### config.mk
export PLATFORM = sky130hd
export DESIGN_NAME = muldiv_unit
export DESIGN_NICKNAME = d
export VERILOG_FILES = /design/src/rtl/muldiv_unit.sv
export SDC_FILE = /design/constraint.sdc
export NUM_CORES = 1
export LEC_CHECK = 0
export BUFFER_PORTS_ARGS = -buffer_cell sky130_fd_sc_hd__buf_2
export CAP_MARGIN = 25
export CORE_AREA = 2 2 193 384
export CTS_CLUSTER_SIZE = 20
export DETAILED_ROUTE_END_ITERATION = 12
export DIE_AREA = 0 0 195 386
export GPL_ROUTABILITY_DRIVEN = 0
export PLACE_DENSITY = 0.47
export SLEW_MARGIN = 15
export SYNTH_ARGS = -nofsm -noshare
export SYNTH_HDL_FRONTEND = slang
export SYNTH_SLANG_ARGS = --single-unit
export TNS_END_PERCENT = 30
### constraint.sdc
create_clock -name clk -period 4.52 [get_ports clk]
set_input_delay 0.452 -clock clk [delete_from_list [all_inputs] [get_ports clk]]
set_output_delay 0.452 -clock clk [all_outputs]
set_load 0.05 [all_outputs]
### src/rtl/muldiv_unit.sv
// Iterative 32-bit multiply/divide unit with architectural HI/LO registers.
// One adder/subtractor is reused over 32 iterations, then a sign-fix cycle commits the result.
module muldiv_unit #(
    parameter int WIDTH = 32
) (
    input  logic             clk,
    input  logic             reset,
    input  logic             start,
    input  logic [1:0]       op,
    input  logic [WIDTH-1:0] srcA,
    input  logic [WIDTH-1:0] srcB,
    input  logic             wr_hi,
    input  logic             wr_lo,
    input  logic             rd_hilo,
    output logic [WIDTH-1:0] hi,
    output logic [WIDTH-1:0] lo,
    output logic             busy,
    output logic             done,
    output logic             stall
);

    localparam int CW = $clog2(WIDTH);

    typedef enum logic [1:0] {IDLE, MUL, DIV, FIX} state_t;

    state_t state, state_next;

    logic [CW-1:0]    count;
    logic [WIDTH-1:0] operand;
    logic [WIDTH-1:0] acc_hi;
    logic [WIDTH-1:0] acc_lo;
    logic [WIDTH-1:0] raw_a;
    logic             sign_q;
    logic             sign_r;
    logic             is_div;
    logic             div_zero;

    logic             last_iter;
    logic             op_signed;
    logic             sa;
    logic             sb;
    logic [WIDTH-1:0] mag_a;
    logic [WIDTH-1:0] mag_b;
    logic [WIDTH:0]   add_sum;
    logic [WIDTH:0]   shifted;
    logic             sub_ok;
    logic [WIDTH-1:0] sub_diff;
    logic [2*WIDTH-1:0] product;
    logic [2*WIDTH-1:0] prod_fix;
    logic [WIDTH-1:0] quot_fix;
    logic [WIDTH-1:0] rem_fix;

    assign last_iter = (count == CW'(WIDTH - 1));
    assign busy      = (state != IDLE);
    assign stall     = busy & (start | rd_hilo | wr_hi | wr_lo);

    // Operand magnitudes: signed ops take absolute values, unsigned ops pass through.
    assign op_signed = ~op[0];
    assign sa        = srcA[WIDTH-1] & op_signed;
    assign sb        = srcB[WIDTH-1] & op_signed;
    assign mag_a     = sa ? -srcA : srcA;
    assign mag_b     = sb ? -srcB : srcB;

    // Shift-add step: the multiplier sits in acc_lo and is consumed from bit 0.
    assign add_sum  = {1'b0, acc_hi} + (acc_lo[0] ? {1'b0, operand} : '0);

    // Restoring-division step: remainder fits in WIDTH bits whenever the trial succeeds.
    assign shifted  = {acc_hi, acc_lo[WIDTH-1]};
    assign sub_ok   = (shifted >= {1'b0, operand});
    assign sub_diff = shifted[WIDTH-1:0] - operand;

    assign product  = {acc_hi, acc_lo};
    assign prod_fix = sign_q ? -product : product;
    assign quot_fix = sign_q ? -acc_lo : acc_lo;
    assign rem_fix  = sign_r ? -acc_hi : acc_hi;

    always_ff @(posedge clk) begin
        if (reset) begin
            state <= IDLE;
        end else begin
            state <= state_next;
        end
    end

    always_comb begin
        state_next = state;
        case (state)
            IDLE: if (start) state_next = op[1] ? DIV : MUL;
            MUL:  if (last_iter) state_next = FIX;
            DIV:  if (last_iter) state_next = FIX;
            FIX:  state_next = IDLE;
            default: state_next = IDLE;
        endcase
    end

    // Datapath and HI/LO; a start in IDLE takes priority over MTHI/MTLO.
    always_ff @(posedge clk) begin
        if (reset) begin
            count    <= '0;
            operand  <= '0;
            acc_hi   <= '0;
            acc_lo   <= '0;
            raw_a    <= '0;
            sign_q   <= 1'b0;
            sign_r   <= 1'b0;
            is_div   <= 1'b0;
            div_zero <= 1'b0;
            hi       <= '0;
            lo       <= '0;
            done     <= 1'b0;
        end else begin
            done <= 1'b0;
            case (state)
                IDLE: begin
                    if (start) begin
                        operand  <= op[1] ? mag_b : mag_a;
                        acc_lo   <= op[1] ? mag_a : mag_b;
                        acc_hi   <= '0;
                        count    <= '0;
                        raw_a    <= srcA;
                        sign_q   <= sa ^ sb;
                        sign_r   <= sa;
                        is_div   <= op[1];
                        div_zero <= (srcB == '0);
                    end else begin
                        if (wr_hi) hi <= srcA;
                        if (wr_lo) lo <= srcA;
                    end
                end
                MUL: begin
                    {acc_hi, acc_lo} <= {add_sum, acc_lo[WIDTH-1:1]};
                    count            <= count + 1'b1;
                end
                DIV: begin
                    acc_hi <= sub_ok ? sub_diff : shifted[WIDTH-1:0];
                    acc_lo <= {acc_lo[WIDTH-2:0], sub_ok};
                    count  <= count + 1'b1;
                end
                FIX: begin
                    if (is_div) begin
                        // Divide by zero reports all-ones quotient and the raw dividend.
                        if (div_zero) begin
                            lo <= '1;
                            hi <= raw_a;
                        end else begin
                            lo <= quot_fix;
                            hi <= rem_fix;
                        end
                    end else begin
                        {hi, lo} <= prod_fix;
                    end
                    done <= 1'b1;
                end
                default: ;
            endcase
        end
    end

endmodule

==> impl_metrics.csv, run 1 <==
group,metric,value,unit
setup_path,crit_type,"reg2reg",
logic_synthesis,ys_types,84,
pwr,power_frac_seq,0.257,
pwr,power_frac_comb,0.522,
place,dp_hpwl,65500,um
logic_synthesis,synth.net_count,2423,
timing,setup_violations,0,
detailed_routing,detail_route.iter0.violations,1452,
die,core-area,72500,um2
cts,postCtsResizedCells,0,
logic_synthesis,synth_top_family_by_area,"compound AO/OA/AOI/OAI gates",
cts,cts_hold_buf,0,
global_routing,grt_max_degree,75,
logic_synthesis,synth_warnings,0,
logic_synthesis,synthFlopType,"dfxtp_1",
global_routing,use_met2,0.415,
setup_path,crit_top_cell,"a21oi_1",
layout,area_growth,15.6,%
cts,root_buffer,"clkbuf_16",
setup_path,start_kind,"flop",
pwr,p_switching,4.79,mW
cts,cts_sinks,204,
logic_synthesis,synth-seq-area-share,0.247,
global_routing,antenna_found_initial,8,
pwr,powerDensity,505,nW/um2
setup_path,slowest_stage,"o311ai_1",
pwr,power_leakage,7.45,nW
die,start_util,0.228,
die,fp.dieW,195,um
global_routing,overflow,0,
detailed_routing,route.final.wire_length,84300,um
timing,fin_ws,664,ps
logic_synthesis,synthXorXnorAreaFrac,0.0961,
detailed_routing,routedWlPerCell,25.8,um
pwr,power.share.clock,0.222,
logic_synthesis,yosysTopAreaCell,"dfxtp_1",
timing,rsz0062_at_grt,"no",
cts,h-tree-depth,1,
setup_path,endpoint_kind,"flop",
global_routing,gr-usage-met3,0.0271,
die,fp.dieH,386,um
logic_synthesis,synth_cells,2275,
timing,finalCritPeriodShare,0.853,
layout,drive_above_1_share,0.123,
die,rows,140,
timing,report.final.hold_viol_count,0,
logic_synthesis,synth-compound-area-share,0.308,
run_status,outcome,"complete, no violations",
global_routing,grt_pass1_vias,18000,
logic_synthesis,synth_area_leaders,"dfxtp_1 (25%), a21oi_1 (7.3%), xnor2_1 (6.6%), nand2_1 (6.0%), ha_1 (5.6%)",
cts,cts_buffer_depth,3,
setup_path,cp.arrival,4290,ps
min_path,hold_path.class,"in2reg",
logic_synthesis,synthSimpleGateAreaFrac,0.200,
logic_synthesis,synth_edf_count,0,
global_routing,busiest_layer,"met2",
cts,clk_pin_slew_worst_paths,70,ps
global_routing,grt_pass1_wl,122000,um
logic_synthesis,syn_area,16500,um2
cts,cts_inserted_buffers,23,
detailed_routing,drc,0,
pwr,power.internal,4.84,mW
pwr,swShare,0.497,
detailed_routing,viasPerCell,5.52,
place,place.port_buffers,138,
timing,tightest_slew,1190,ps
detailed_routing,first_pass_iters,5,
logic_synthesis,ys_seq_elements,204,
place,dpl_worst_slack,736,ps
logic_synthesis,yosysTopAreaCellShare,0.247,
die,die_area,75300,um2
setup_path,crit_required,4950,ps
logic_synthesis,synth_common_cells,"nand2_1 (264), a21oi_1 (242), nor2_1 (214)",
logic_synthesis,avgSynthCellArea,7.25,um2
timing,fmax,259,MHz
die,io_pins,139,
timing,fin_tns_setup,0,ps
logic_synthesis,muxShareOfSynthArea,0.0294,
setup_path,max_stage_delay,590,ps
detailed_routing,vias,18100,
pwr,vdd.ir_drop.worst,0.613,mV
global_routing,track_usage,0.219,
logic_synthesis,synth_most_common_cell,"nand2_1",
timing,skew,17.0,ps
setup_path,cp_cell_sequence,"inv_1, nor2_1, fa_1, a21oi_1, o21ai_0, a21oi_1, a22oi_1, a41oi_1, o311ai_1, a31oi_1, xnor2_1, a32oi_1, a21oi_1",
logic_synthesis,synthAdderAreaFrac,0.0585,
timing,fin_crit,3860,ps
global_routing,grt.met1_usage,0.203,
flow_run,max_cap_viol_count,0,
logic_synthesis,async_flop_share,0,
detailed_routing,antenna_left,0,
cts,cts_setup_buffers,0,
timing,finalMaxSlewViolations,0,
cts,cts_tree,"built",
setup_path,path_max_fanout,10,
cts,insertion_delay,560,ps
layout,fin_nets,2474,
timing,relSlewSlack,0.202,
area by class of cell:
cell class | count | area [um2]
Tap cell | 923 | 1150
Timing Repair Buffer | 211 | 1270
Fill cell | 8144 | 53400
Antenna cell | 6 | 15.0
Clock buffer | 26 | 597
Multi-Input combinational cell | 1809 | 11500
Inverter | 77 | 289
Sequential cell | 204 | 4090
Clock inverter | 15 | 214
state kept, by name (all words and copies together) (netlist names), 2 cells and up:
name,cells
lo,32
hi,32
state,2
operand,32
acc_lo,32
raw_a,32
count,5
acc_hi,32
metrics by stage:
stage	power (mW)	hold WS (ps)	instances	instance area, um2	util
after floorplan	5.58	431	2275	16500	-
after global placement	7.38	442	3224	18200	0.251
after detailed placement	7.41	442	3224	18200	0.251
after CTS	9.57	137	3265	19000	0.263
after global routing	10.0	166	3267	19100	0.263
final	9.62	160	3271	19100	0.263
kinds of logic after synthesis:
logic type      after synthesis
compound gates              787
simple gates                718
buf+inv                     262
mux                          47
xor+xnor                    181
fa+ha+maj                    76
flops                       204
worst paths after layout:
kind / startpoint / endpoint / slack (ps) / cells past startpoint
worst min-delay path: reset / acc_hi[23] / 160 / 2
worst max register to register: acc_lo[0] / acc_hi[23] / 660 / 13
worst max-delay path: acc_lo[0] / acc_hi[23] / 660 / 13
worst min register to register: operand[29] / operand[29] / 450 / 2
layer usage:
layer | wire length [um] | vias to the layer above
li1 | - | 8336
met1 | 27200 | 8666
met2 | 44100 | 772
met3 | 3950 | 290
met4 | 9020 | 2
met5 | 13 | -
worst max-delay path: cells and delay by family (launching register included):
| kind | cells | cell delay (ps) |
|---|---|---|
| and+or+nand+nor | 1 | 260 |
| buffers and inverters | 1 | 230 |
| xor gates and xnor gates | 1 | 180 |
| AOI/OAI and AO/OA | 9 | 2320 |
| DFF | 1 | 450 |
| adders and majority gates | 1 | 290 |
power by group through the flow:
| stage | registers [mW] | clock network [mW] | logic (mW) |
|---|---|---|---|
| CTS | 2.47 | 2.17 | 4.92 |
| finish | 2.47 | 2.13 | 5.02 |
| global route | 2.51 | 2.21 | 5.32 |
| detailed placement | 2.50 | 0 | 4.90 |
| global placement | 2.50 | 0 | 4.88 |
| floorplan | 2.71 | 0 | 2.87 |
layout by cell type (no fill, tap or decap), drive strengths merged, types with 14 or more instances in the layout:
cell type,Yosys,layout
and3,14,14
nand4,16,16
o31ai,24,24
nor2b,14,14
clkbuf,153,26
a31oi,27,27
o221ai,41,41
xor2,56,56
nand2b,33,33
nand2,264,264
a21o,30,30
ha,74,74
xnor2,125,125
dfxtp,204,204
nand3,25,25
nor4,21,21
o41ai,14,14
a21oi,243,243
inv,77,78
mux2i,35,35
o21ai,178,178
a22oi,35,35
nor2,215,215
a211oi,50,50
or4,16,16
nor3,42,42
or3,21,21
o211ai,36,36
buf,32,211
Note: power is estimated with default switching activity, not from simulation.
==> inputs of run 2 (changes only) <==
PLACE_DENSITY = unset   (was 0.47)
==> impl_metrics.csv, run 2 (synthesized netlist as in run 1, its figures left out) <==
group,metric,value,unit
setup_path,crit_required,4930,ps
place,place_inst,3213,
pwr,power_leakage,7.36,nW
place,dp_hpwl,62600,um
timing,fin_crit,3890,ps
layout,final_cell_mix,"nand2_1 (263), a21oi_1 (241), nor2_1 (212)",
die,die_area,75300,um2
detailed_routing,drc,0,
die,core-area,72500,um2
setup_path,rrSetupSlack,630,ps
setup_path,crit_top_cell,"o21ai_0",
setup_path,start_kind,"flop",
global_routing,overflow,0,
timing,fin_tns_setup,0,ps
global_routing,grt_pass1_wl,119000,um
detailed_routing,routedWlPerCell,25.3,um
detailed_routing,first_pass_iters,7,
detailed_routing,vias,18400,
setup_path,cp-endpoint,"acc_hi[24]",
layout,nFillCells,8174,
timing,report.final.hold_viol_count,0,
cts,cts_inserted_buffers,21,
detailed_routing,viasPerCell,5.64,
cts,cts_setup_buffers,0,
detailed_routing,antenna_left,0,
setup_path,critPathLaunch,"acc_hi[13]",
timing,relSlewSlack,0.257,
setup_path,cp.arrival,4300,ps
layout,fin_nets,2466,
setup_path,max_stage_delay,670,ps
place,place.port_buffers,138,
cts,root_buffer,"clkbuf_16",
setup_path,cp_cell_sequence,"ha_1, a21oi_1, o21ai_0, nor3_1, nand3_1, a41oi_1, a2111oi_4, nor2_4, buf_12, o21ai_0, a221o_1",
setup_path,slowest_stage,"dfxtp_1",
min_path,hold_path.class,"in2reg",
die,fp.dieH,386,um
setup_path,rr_endpoint,"acc_hi[24]",
timing,fmax,257,MHz
layout,area_growth,14.6,%
setup_path,crit_type,"reg2reg",
timing,setup_violations,0,
global_routing,track_usage,0.213,
cts,cts_sinks,204,
global_routing,grt_max_degree,75,
setup_path,r2r_start,"acc_hi[13]",
layout,final_cells,3255,
setup_path,reg2reg_depth,11,
timing,skew,21.0,ps
die,rows,140,
cts,cts_hold_buf,0,
layout,drive_above_1_share,0.119,
layout,register_area,4090,um2
cts,h-tree-depth,1,
timing,finalMaxSlewViolations,0,
cts,cts_buffer_depth,3,
setup_path,path_max_fanout,46,
die,start_util,0.228,
pwr,powerDensity,497,nW/um2
min_path,hold_depth,3,
timing,rsz0062_at_grt,"no",
die,fp.dieW,195,um
cts,clk_pin_slew_worst_paths,70,ps
setup_path,endpoint_kind,"flop",
cts,cts_tree,"built",
run_status,outcome,"complete, no violations",
global_routing,antenna_found_initial,11,
flow_run,max_cap_viol_count,0,
min_path,min_from,"srcA[1]",
layout,multi_input_area,11400,um2
layout,final_util,0.261,
cts,insertion_delay,540,ps
timing,finalCritPeriodShare,0.860,
die,io_pins,139,
pwr,vdd.ir_drop.worst,0.452,mV
detailed_routing,detail_route.iter0.violations,1797,
layout,mostFrequentLayoutCell,"nand2_1",
cts,postCtsResizedCells,0,
timing,tightest_slew,1110,ps
global_routing,grt_pass1_vias,18100,
detailed_routing,route.final.wire_length,82300,um
==> run 2: layout make-up <==
| cell class | count | area share |
|---|---|---|
| multi-input combinational | 1809 | 0.605 |
| sequential | 204 | 0.216 |
| timing repair buffer | 205 | 0.0649 |
| tap | 923 | 0.0610 |
| clock buffer | 28 | 0.0313 |
| inverter | 77 | 0.0153 |
| clock inverter | 6 | 0.00589 |
| antenna | 3 | 0.000397 |
==> run 2: power breakdown <==
part           switching [mW]  total, mW  internal, mW
registers               0.380       2.52          2.14
clock network           0.810       1.90          1.09
logic                    3.52       4.98          1.46
==> run 2: how the worst min path moves through the flow <==
stage	to
3_3_place_gp	lo[20]
2_1_floorplan	raw_a[23]
5_1_grt	raw_a[1]
4_1_cts	raw_a[1]
3_5_place_dp	lo[20]
6_report	raw_a[1]
==> run 2: metal layers <==
layer / track usage / wire length (um) / share of wire
met5: 0 / 80 / 0.00097
met4: 0.229 / 10700 / 0.13
met3: 0.0380 / 5310 / 0.065
met2: 0.382 / 40300 / 0.49
met1: 0.194 / 25900 / 0.31
==> run 2: critical path, delay by kind of cell, from the launching register on <==
| kind | cells | cell delay [ps] |
|---|---|---|
| compound gates | 6 | 1890 |
| flops | 1 | 670 |
| buf+inv | 1 | 240 |
| simple gates | 3 | 520 |
| fa+ha+maj | 1 | 430 |
==> run 2: metrics by stage <==
| step | hold slack (ps) | power, mW | cell area (um2) | setup slack, ps |
|---|---|---|---|---|
| 5_1_grt | 234 | 9.76 | 18900 | 477 |
| 3_5_place_dp | 441 | 7.29 | 18100 | 787 |
| 3_3_place_gp | 440 | 7.26 | 18100 | 857 |
| 6_report | 222 | 9.40 | 18900 | 631 |
| 4_1_cts | 206 | 9.18 | 18800 | 782 |
| 2_1_floorplan | 431 | 5.58 | 16500 | 1230 |
==> inputs of run 3 (changes only) <==
CORE_AREA = 5 5 196 387   (was 2 2 193 384)
DIE_AREA = 0 0 201 392   (was 0 0 195 386)
==> impl_metrics.csv, run 3 (synthesized netlist as in run 1, its figures left out) <==
group,metric,value,unit
cts,cts_buffer_depth,3,
layout,drive_above_1_share,0.118,
timing,fin_crit,4020,ps
setup_path,slowest_stage,"inv_1",
setup_path,endpoint_kind,"flop",
global_routing,grt_pass1_wl,118000,um
setup_path,r2r_start,"acc_lo[0]",
min_path,hold_path.class,"in2reg",
cts,clk_pin_slew_worst_paths,70,ps
timing,fin_tns_setup,0,ps
detailed_routing,detail_route.iter0.violations,1609,
layout,fin_nets,2466,
setup_path,crit_type,"reg2reg",
cts,cts_setup_buffers,0,
timing,hold_ws,191,ps
cts,cts_hold_buf,0,
global_routing,busiest_layer,"met2",
place,place_area,18200,um2
setup_path,path_delay_family,"compound AO/OA/AOI/OAI gates",
timing,rsz0062_at_grt,"no",
layout,area_growth,14.9,%
cts,postCtsResizedCells,0,
setup_path,critPathLaunch,"acc_lo[0]",
detailed_routing,antenna_left,0,
die,io_pins,139,
layout,finish.instance_area,19000,um2
global_routing,grt.met1_usage,0.185,
detailed_routing,drc,0,
run_status,outcome,"complete, no violations",
timing,fmax,249,MHz
global_routing,gr-usage-met3,0.0398,
setup_path,crit_top_cell,"a21oi_1",
timing,finalMaxSlewViolations,0,
timing,report.final.hold_viol_count,0,
die,rows,140,
setup_path,cp.depth,13,
layout,mostFrequentLayoutCell,"nand2_1",
global_routing,grt_pass1_vias,17800,
setup_path,max_stage_delay,530,ps
place,dp_hpwl,62200,um
cts,cts_inserted_buffers,22,
timing,setup_violations,0,
setup_path,rrSetupSlack,500,ps
global_routing,antenna_found_initial,11,
setup_path,path_max_fanout,17,
layout,final_util,0.261,
pwr,power_leakage,7.37,nW
pwr,finalPower,9.40,mW
pwr,powerDensity,496,nW/um2
setup_path,start_kind,"flop",
pwr,vdd.ir_drop.worst,0.705,mV
flow_run,max_cap_viol_count,0,
setup_path,crit_required,4930,ps
global_routing,use_met2,0.351,
timing,skew,19.1,ps
layout,final_cell_mix,"nand2_1 (263), a21oi_1 (241), nor2_1 (212)",
die,die_area,78800,um2
detailed_routing,first_pass_iters,8,
die,fp.dieH,392,um
setup_path,rr_endpoint,"acc_hi[23]",
global_routing,grt_max_degree,150,
timing,finalCritPeriodShare,0.890,
die,fp.dieW,201,um
setup_path,cp_num_buf_inv,1,
die,start_util,0.227,
cts,h-tree-depth,1,
detailed_routing,route.final.wire_length,82000,um
setup_path,reg2reg_depth,13,
timing,relSlewSlack,0.214,
cts,root_buffer,"clkbuf_16",
detailed_routing,viasPerCell,5.59,
cts,cts_tree,"built",
place,place.port_buffers,138,
timing,tightest_slew,1170,ps
detailed_routing,routedWlPerCell,25.1,um
die,core-area,72700,um2
cts,cts_sinks,204,
global_routing,overflow,0,
setup_path,cp_cell_sequence,"inv_1, nor2_1, fa_1, a21oi_1, o21ai_0, a21oi_1, a22oi_1, a41oi_1, o311ai_1, a31oi_1, xnor2_1, a32oi_1, a21oi_1",
detailed_routing,vias,18200,
cts,insertion_delay,560,ps
setup_path,cp-endpoint,"acc_hi[23]",
setup_path,cp.arrival,4430,ps
global_routing,track_usage,0.198,
-- run 3: changes by cell type in the layout (fill, tap and decap cells not counted), sizes merged --
cell / delta
clkbuf: +5
buf: -4
diode: +4
clkinv: +3
bufinv: -1
-- run 3: power breakdown --
part / switching [mW] / leakage, nW / internal (mW)
Combinational: 3.48 / 5.35 / 1.48
Clock: 0.869 / 0.352 / 1.08
Sequential: 0.355 / 1.67 / 2.14
-- run 3: worst min path at each step --
stage,cells past startpoint,end,startpoint,slack [ps]
global placement,2,operand[1],operand[1],440
CTS,3,raw_a[1],srcA[1],170
global route,3,raw_a[1],srcA[1],210
floorplan,2,raw_a[23],raw_a[23],430
detailed placement,2,lo[14],lo[14],440
finish,3,raw_a[1],srcA[1],190
-- run 3: metal layers --
layer | up-vias | wire length (um)
met5 | - | 34
met4 | 4 | 10300
met3 | 400 | 5430
met2 | 922 | 39800
met1 | 8582 | 26300
li1 | 8325 | -
-- run 3: metrics by stage --
stage	std cells	worst slack [ps]
CTS	3251	596
floorplan	2275	1230
finish	3262	499
global placement	3212	738
global route	3257	172
detailed placement	3213	613
-- run 3: cell type report --
class	count	area, um2
clock buffers	30	622
diodes	7	17.5
repair buffers	204	1250
multi-input cells	1809	11400
flip-flops and latches	204	4090
well taps	923	1150
inverters	77	289
fillers	8029	53700
clock inverters	8	96.3
-- run 3: worst register-to-register path: cells and delay by family (launching register included) --
family                     cells  cell delay [ps]
buffers and inverters          1              530
and+or+nand+nor                1              170
AOI/OAI and AO/OA              9             2220
xor gates and xnor gates       1              120
DFF                            1              360
adders and majority gates      1              470
